File: src/rtl/bsh_pkg.sv
// -----------------------------------------------------------------------------
// bsh_pkg
// Shared types for the pipelined barrel shifter.
//   bsh_mode_e  : operation select (SRL, SLL, SRA, ROR)
//   bsh_ctrl_t  : per-stage control payload (mode plus the amount MSB, which
//                 flags a shift of WIDTH or more and is resolved in the last
//                 stage)
// Configuration macro: BSH_ROTATE_EN (see bsh_stage).
// -----------------------------------------------------------------------------
package bsh_pkg;

    localparam int MODE_W = 2;

    typedef enum logic [MODE_W-1:0] {
        SRL = 2'b00,
        SLL = 2'b01,
        SRA = 2'b10,
        ROR = 2'b11
    } bsh_mode_e;

    typedef struct packed {
        bsh_mode_e mode;
        logic      ovf;
    } bsh_ctrl_t;

endpackage

File: src/rtl/barrel_shifter_pipe_if.sv
// -----------------------------------------------------------------------------
// barrel_shifter_pipe_if
// Operation and result handshakes of the pipelined barrel shifter.
//   in_valid/in_ready   : operation handshake (in_data, in_amt, in_mode)
//   out_valid/out_ready : result handshake (out_data, out_zero)
// Modports: master drives operations and accepts results; slave is the shifter.
// -----------------------------------------------------------------------------
interface barrel_shifter_pipe_if #(
    parameter int WIDTH = 8
);
    localparam int SAW = $clog2(WIDTH) + 1;

    logic             in_valid;
    logic             in_ready;
    logic [WIDTH-1:0] in_data;
    logic [SAW-1:0]   in_amt;
    logic [1:0]       in_mode;
    logic             out_valid;
    logic             out_ready;
    logic [WIDTH-1:0] out_data;
    logic             out_zero;

    modport master (
        output in_valid, in_data, in_amt, in_mode, out_ready,
        input  in_ready, out_valid, out_data, out_zero
    );

    modport slave (
        input  in_valid, in_data, in_amt, in_mode, out_ready,
        output in_ready, out_valid, out_data, out_zero
    );

endinterface

File: src/rtl/bsh_stage.sv
// -----------------------------------------------------------------------------
// bsh_stage
// One registered stage of the barrel shifter. Stage IDX shifts by 2**IDX when
// the lowest remaining amount bit is set, then hands the remaining amount bits
// (shifted down by one) to the next stage. The last stage also resolves the
// overflow flag (amount >= WIDTH).
// Ports:
//   clk, rst_n                 : clock, asynchronous active-low reset
//   valid_i/ready_o            : upstream handshake
//   data_i, amt_i, ctrl_i      : upstream payload
//   valid_o/ready_i            : downstream handshake
//   data_o, amt_o, ctrl_o      : registered payload
// Configuration: BSH_ROTATE_EN enables rotate-right for mode ROR; without it
// ROR is handled as SRL and no wrap logic exists.
// -----------------------------------------------------------------------------
module bsh_stage
    import bsh_pkg::*;
#(
    parameter int WIDTH = 8,
    parameter int IDX   = 0
) (
    input  logic                     clk,
    input  logic                     rst_n,
    input  logic                     valid_i,
    output logic                     ready_o,
    input  logic [WIDTH-1:0]         data_i,
    input  logic [$clog2(WIDTH)-1:0] amt_i,
    input  bsh_ctrl_t                ctrl_i,
    output logic                     valid_o,
    input  logic                     ready_i,
    output logic [WIDTH-1:0]         data_o,
    output logic [$clog2(WIDTH)-1:0] amt_o,
    output bsh_ctrl_t                ctrl_o
);

    localparam int LOG2W = $clog2(WIDTH);
    localparam int SH    = 1 << IDX;

    logic                 valid_reg;
    logic [WIDTH-1:0]     data_reg;
    logic [LOG2W-1:0]     amt_reg;
    bsh_ctrl_t            ctrl_reg;

    logic [WIDTH-1:0]     shifted;
    logic [WIDTH-1:0]     data_next;

    // The stage can take a new item when empty or when its item leaves now.
    assign ready_o = !valid_reg || ready_i;

    always_comb begin
        shifted = data_i;
        if (amt_i[0]) begin
            case (ctrl_i.mode)
                SLL:     shifted = data_i << SH;
                SRA:     shifted = $signed(data_i) >>> SH;
`ifdef BSH_ROTATE_EN
                ROR:     shifted = (data_i >> SH) | (data_i << (WIDTH - SH));
`endif
                default: shifted = data_i >> SH;
            endcase
        end
    end

    generate
        if (IDX == LOG2W - 1) begin : gen_last
            // Amount >= WIDTH: logical shifts clear, SRA keeps the sign
            // (still in the MSB, since arithmetic shifts never change it),
            // and a rotate simply ignores the MSB (amount mod WIDTH).
            always_comb begin
                data_next = shifted;
                if (ctrl_i.ovf) begin
                    case (ctrl_i.mode)
                        SRA:     data_next = {WIDTH{shifted[WIDTH-1]}};
`ifdef BSH_ROTATE_EN
                        ROR:     data_next = shifted;
`endif
                        default: data_next = '0;
                    endcase
                end
            end
        end else begin : gen_mid
            always_comb begin
                data_next = shifted;
            end
        end
    endgenerate

    always_ff @(posedge clk or negedge rst_n) begin
        if (!rst_n) begin
            valid_reg <= 1'b0;
            data_reg  <= '0;
            amt_reg   <= '0;
            ctrl_reg  <= '{mode: SRL, ovf: 1'b0};
        end else if (ready_o) begin
            valid_reg <= valid_i;
            if (valid_i) begin
                data_reg <= data_next;
                amt_reg  <= amt_i >> 1;
                ctrl_reg <= ctrl_i;
            end
        end
    end

    assign valid_o = valid_reg;
    assign data_o  = data_reg;
    assign amt_o   = amt_reg;
    assign ctrl_o  = ctrl_reg;

endmodule

File: src/rtl/barrel_shifter_pipe.sv
// -----------------------------------------------------------------------------
// barrel_shifter_pipe
// Pipelined barrel shifter: LOG2W registered stages, one per amount bit (LSB
// stage first), one operation per cycle, latency LOG2W, full backpressure.
// Modes: SRL, SLL, SRA, ROR (ROR only with BSH_ROTATE_EN, otherwise SRL).
// Ports:
//   clk   : clock, rising edge
//   rst_n : asynchronous active-low reset; empties the pipeline
//   bus   : barrel_shifter_pipe_if.slave (operation in, result out)
// Configuration macro: BSH_ROTATE_EN.
// -----------------------------------------------------------------------------
module barrel_shifter_pipe
    import bsh_pkg::*;
#(
    parameter int WIDTH = 8
) (
    input  logic                        clk,
    input  logic                        rst_n,
    barrel_shifter_pipe_if.slave        bus
);

    localparam int LOG2W = $clog2(WIDTH);
    localparam int SAW   = LOG2W + 1;

    logic             valid_chain [0:LOG2W];
    logic             ready_chain [0:LOG2W];
    logic [WIDTH-1:0] data_chain  [0:LOG2W];
    logic [LOG2W-1:0] amt_chain   [0:LOG2W];
    bsh_ctrl_t        ctrl_chain  [0:LOG2W];

    // Head of the chain: the amount MSB travels as the overflow flag.
    assign valid_chain[0] = bus.in_valid;
    assign data_chain[0]  = bus.in_data;
    assign amt_chain[0]   = bus.in_amt[LOG2W-1:0];
    assign ctrl_chain[0]  = '{mode: bsh_mode_e'(bus.in_mode), ovf: bus.in_amt[SAW-1]};

    // in_ready depends only on stage valids and out_ready, never on in_valid.
    assign bus.in_ready       = ready_chain[0];
    assign ready_chain[LOG2W] = bus.out_ready;

    generate
        for (genvar gi = 0; gi < LOG2W; gi++) begin : gen_stage
            bsh_stage #(
                .WIDTH (WIDTH),
                .IDX   (gi)
            ) u_stage (
                .clk     (clk),
                .rst_n   (rst_n),
                .valid_i (valid_chain[gi]),
                .ready_o (ready_chain[gi]),
                .data_i  (data_chain[gi]),
                .amt_i   (amt_chain[gi]),
                .ctrl_i  (ctrl_chain[gi]),
                .valid_o (valid_chain[gi+1]),
                .ready_i (ready_chain[gi+1]),
                .data_o  (data_chain[gi+1]),
                .amt_o   (amt_chain[gi+1]),
                .ctrl_o  (ctrl_chain[gi+1])
            );
        end
    endgenerate

    assign bus.out_valid = valid_chain[LOG2W];
    assign bus.out_data  = data_chain[LOG2W];
    // Gated by out_valid so an empty/reset pipeline reports 0 here.
    assign bus.out_zero  = valid_chain[LOG2W] && (data_chain[LOG2W] == '0);

endmodule

File: src/flat_wrapper.sv
// flat-port wrapper written by rule: the top's interface ports become plain ports
module barrel_shifter_pipe_flat import bsh_pkg::*;
#(
    parameter int WIDTH = 8
)
  (clk, rst_n, bus_in_valid, bus_in_data, bus_in_amt, bus_in_mode, bus_out_ready, bus_in_ready, bus_out_valid, bus_out_data, bus_out_zero);
  barrel_shifter_pipe_if #(.WIDTH(WIDTH)) bus_i ();
  input  logic clk;
  input  logic rst_n;
  input wire logic [$bits(bus_i.in_valid)-1:0] bus_in_valid;
  input wire logic [$bits(bus_i.in_data)-1:0] bus_in_data;
  input wire logic [$bits(bus_i.in_amt)-1:0] bus_in_amt;
  input wire logic [$bits(bus_i.in_mode)-1:0] bus_in_mode;
  input wire logic [$bits(bus_i.out_ready)-1:0] bus_out_ready;
  output wire logic [$bits(bus_i.in_ready)-1:0] bus_in_ready;
  output wire logic [$bits(bus_i.out_valid)-1:0] bus_out_valid;
  output wire logic [$bits(bus_i.out_data)-1:0] bus_out_data;
  output wire logic [$bits(bus_i.out_zero)-1:0] bus_out_zero;
  assign bus_i.in_valid = bus_in_valid;
  assign bus_i.in_data = bus_in_data;
  assign bus_i.in_amt = bus_in_amt;
  assign bus_i.in_mode = bus_in_mode;
  assign bus_i.out_ready = bus_out_ready;
  assign bus_in_ready = bus_i.in_ready;
  assign bus_out_valid = bus_i.out_valid;
  assign bus_out_data = bus_i.out_data;
  assign bus_out_zero = bus_i.out_zero;
  barrel_shifter_pipe #(.WIDTH(WIDTH)) u_core (.clk(clk), .rst_n(rst_n), .bus(bus_i));
endmodule
File: config.mk
export PLATFORM = sky130hd
export DESIGN_NAME = barrel_shifter_pipe_flat
export DESIGN_NICKNAME = d
export VERILOG_FILES = /design/src/rtl/bsh_pkg.sv /design/src/rtl/barrel_shifter_pipe_if.sv /design/src/rtl/bsh_stage.sv /design/src/rtl/barrel_shifter_pipe.sv /design/src/flat_wrapper.sv
export SDC_FILE = /design/constraint.sdc
export NUM_CORES = 1
export LEC_CHECK = 0
export ABC_AREA = 1
export CAP_MARGIN = 20
export CELL_PAD_IN_SITES_DETAIL_PLACEMENT = 1
export CELL_PAD_IN_SITES_GLOBAL_PLACEMENT = 1
export CORE_ASPECT_RATIO = 0.6
export CORE_MARGIN = 5
export CORE_UTILIZATION = 43
export DETAILED_ROUTE_END_ITERATION = 7
export GPL_TIMING_DRIVEN = 0
export PLACE_DENSITY_LB_ADDON = 0.25
export SKIP_LAST_GASP = 1
export SLEW_MARGIN = 20
export SYNTH_ARGS = -nofsm -noshare
export SYNTH_HDL_FRONTEND = slang
export SYNTH_SLANG_ARGS = --single-unit
File: constraint.sdc
create_clock -name clk -period 2.85 [get_ports clk]
set_input_delay 0.57 -clock clk [delete_from_list [all_inputs] [get_ports clk]]
set_output_delay 0.57 -clock clk [all_outputs]
set_load 0.02 [all_outputs]
==> impl_metrics.ini <==
[routing]
drt_wl_total_mm = 5.857
ant_nets = 0
vias_per_cell = 5.052
dr.pass1.iters = 4
wl_per_cell_um = 14.61
drt-initial-drc-count = 145
drc = 0
dr_total_vias = 2026

[critical_path]
path_class = flip-flop to output pin
crit_arrival_ps = 2030
crit_chain = nor4_1, nand2_1, nor2_1, clkdlybuf4s50_1
critPathCaptureType = output pin
max_stage_delay_ps = 610
start_kind = flip-flop
cp.required_ps = 2280
crit_fanout = 3
cpMaxStageDelayCell = clkdlybuf4s50_1

[flow_run]
drv_cap = 0

[placed_design]
io_buffers = 28
preCtsSetupSlack_ps = 399.6
dp_hpwl_mm = 4.663
gp_congestion = 0.8140

[synth]
syn-num-nets = 324
ys_seq_elements = 36
synthCells = 299
synth_seq_area_share_pct = 41.62
synth_area_um2 = 2165
syn_avg_cell_area_um2 = 7.239
ys_types = 24
ys_warn_count = 0

[timing]
hold_ws_ps = 169.9
period_needed_ps = 2601
max_slew_margin_pct = 69.77
final_max_slew_viol_count = 0
clock_skew_ps = 4.554
fin_crit_sh_pct = 91.27
timing.final.ws_setup_ps = 248.9
worst_slew_pin_slew_ps = 449.3
timing.fmax_mhz = 384.4
setup_viol = 0
tns_ps = 0
finalHoldViolations = 0
rsz0062_at_grt = no

[cts]
cts_root_buf = clkbuf_8
cts_tree = done
postCtsSetupRepairBufs = 0
cts_buffers = 5
ctsResizeCount = 0
h-tree-depth = 2
clock_sinks = 36
worst_skew_pair.late_latency_ps = 280
ctsHoldBuffers = 0
clk_pin_slew_ps = 70
clock_path_buffers = 2

[outcome]
status = completed

[finish]
layout.nets = 360
area_delta_synth_final_pct = 21.04
nFillCells = 650
drive_above_1_share_pct = 11.04
final_cell_mix = nand2_1, dfrtp_1, inv_1
n_antenna_cell = 0
final_common_cell = nand2_1

[die]
io_pins = 29
die_w_um = 101.6
rows = 20
die_h_um = 64.96
start_util_pct = 43.69
coreArea_um2 = 4955
dieArea_um2 = 6600

[global_routing]
antenna_found_initial = 0
grt_pass1_wl_mm = 10.32
grt_pass1_vias = 2112
track_usage_pct = 20.05
grt_max_degree = 26
grt_overflow = 0

[hold_path]
hold_path_class = input port to asynchronous set/reset pin

[power]
power.density_nw_per_um2 = 824.8
peakVddDrop_mv = 0.3492
p_leak_nw = 1.359
power_mw = 2.161
[state kept, by name, indices dropped and copies added, names as in the netlist]
signal and count:
u_core.gen_stage.u_stage.data_o 24, u_core.gen_stage.u_stage.ctrl_o 6, u_core.gen_stage.u_stage.amt_o 3, u_core.gen_stage.u_stage.valid_o 3
[worst max-delay path: cells and delay by family (launching register included)]
kind | cells | cell delay (ps)
simple gates | 3 | 740
buf+inv | 1 | 610
flops | 1 | 400
[stage by stage]
step | utilization [%] | cell area [µm²] | std cells
6_report | 52.88 | 2620 | 401
5_1_grt | 52.88 | 2620 | 401
4_1_cts | 52.88 | 2620 | 401
3_5_place_dp | 51.31 | 2542 | 394
3_3_place_gp | 51.01 | 2527 | 393
2_1_floorplan | - | 2165 | 299
[per-layer routing]
metal	part of all wire, %	track usage (%)	up-vias
li1	-	-	1001
met1	53	30.97	975
met2	40	27.93	45
met3	6.1	5.376	5
met4	0.50	3.483	0
met5	0	0	-
[power by group]
| part | internal (mW) | switching, mW | leakage (nW) |
|---|---|---|---|
| clock | 0.166 | 0.179 | 0.0410 |
| sequential | 0.668 | 0.155 | 0.446 |
| combinational | 0.415 | 0.577 | 0.872 |
| total | 1.25 | 0.911 | 1.36 |
[synth_stat cells]
master / count / area [µm²]
nor4_1: 2 / 12.51
buf_6: 2 / 22.52
buf_2: 2 / 10.01
nand3_2: 1 / 10.01
nand2_1: 107 / 401.6
nand3_1: 11 / 55.05
o211ai_1: 1 / 7.510
nand2_4: 1 / 11.26
o21ai_1: 4 / 20.02
o31ai_1: 1 / 7.510
inv_2: 3 / 11.26
ha_1: 7 / 87.58
inv_1: 35 / 131.4
o21ai_0: 29 / 145.1
o22ai_1: 4 / 25.02
buf_4: 11 / 82.58
nand2_2: 2 / 12.51
nor2_1: 25 / 93.84
nand4_4: 1 / 21.27
nor2_4: 1 / 11.26
dfrtp_1: 36 / 900.9
a21oi_2: 1 / 8.760
a21oi_1: 8 / 40.04
o21ai_2: 4 / 35.03
[final cells by class]
cell class | count | area [µm²] | share of cell area, %
multi-input combinational | 210 | 1006 | 38.40
sequential | 36 | 900.9 | 34.38
clock buffer | 6 | 72.57 | 2.770
inverter | 38 | 142.6 | 5.444
clock inverter | 1 | 5.005 | 0.1910
timing repair buffer | 29 | 295.3 | 11.27
tap | 66 | 82.58 | 3.152
buffer | 15 | 115.1 | 4.393
[final timing paths]
kind	from	end	slack, ps	depth (start not counted)
worst max register to register	u_core.gen_stage[1].u_stage.ctrl_o[1]	u_core.gen_stage[2].u_stage.data_o[3]	1270	9
max in group asynchronous	rst_n	u_core.gen_stage[1].u_stage.data_o[5]	2250	2
worst min-delay path	rst_n	u_core.gen_stage[2].u_stage.data_o[7]	170	1
worst min register to register	u_core.gen_stage[0].u_stage.data_o[4]	u_core.gen_stage[0].u_stage.data_o[4]	490	2
min in group clk	u_core.gen_stage[0].u_stage.data_o[4]	u_core.gen_stage[0].u_stage.data_o[4]	490	2
worst max-delay path	u_core.gen_stage[2].u_stage.data_o[5]	bus_out_zero	250	4
[cells by family (layout without fill, tap and decap cells)]
logic type	Yosys count	in the layout	share of synthesized area (%)
AOI/OAI and AO/OA	52	52	13.35
adders and majority gates	7	7	4.046
buffers and inverters	53	89	11.91
DFF	36	36	41.62
and+or+nand+nor	151	151	29.07
Note: power is estimated with default switching activity, not from simulation.
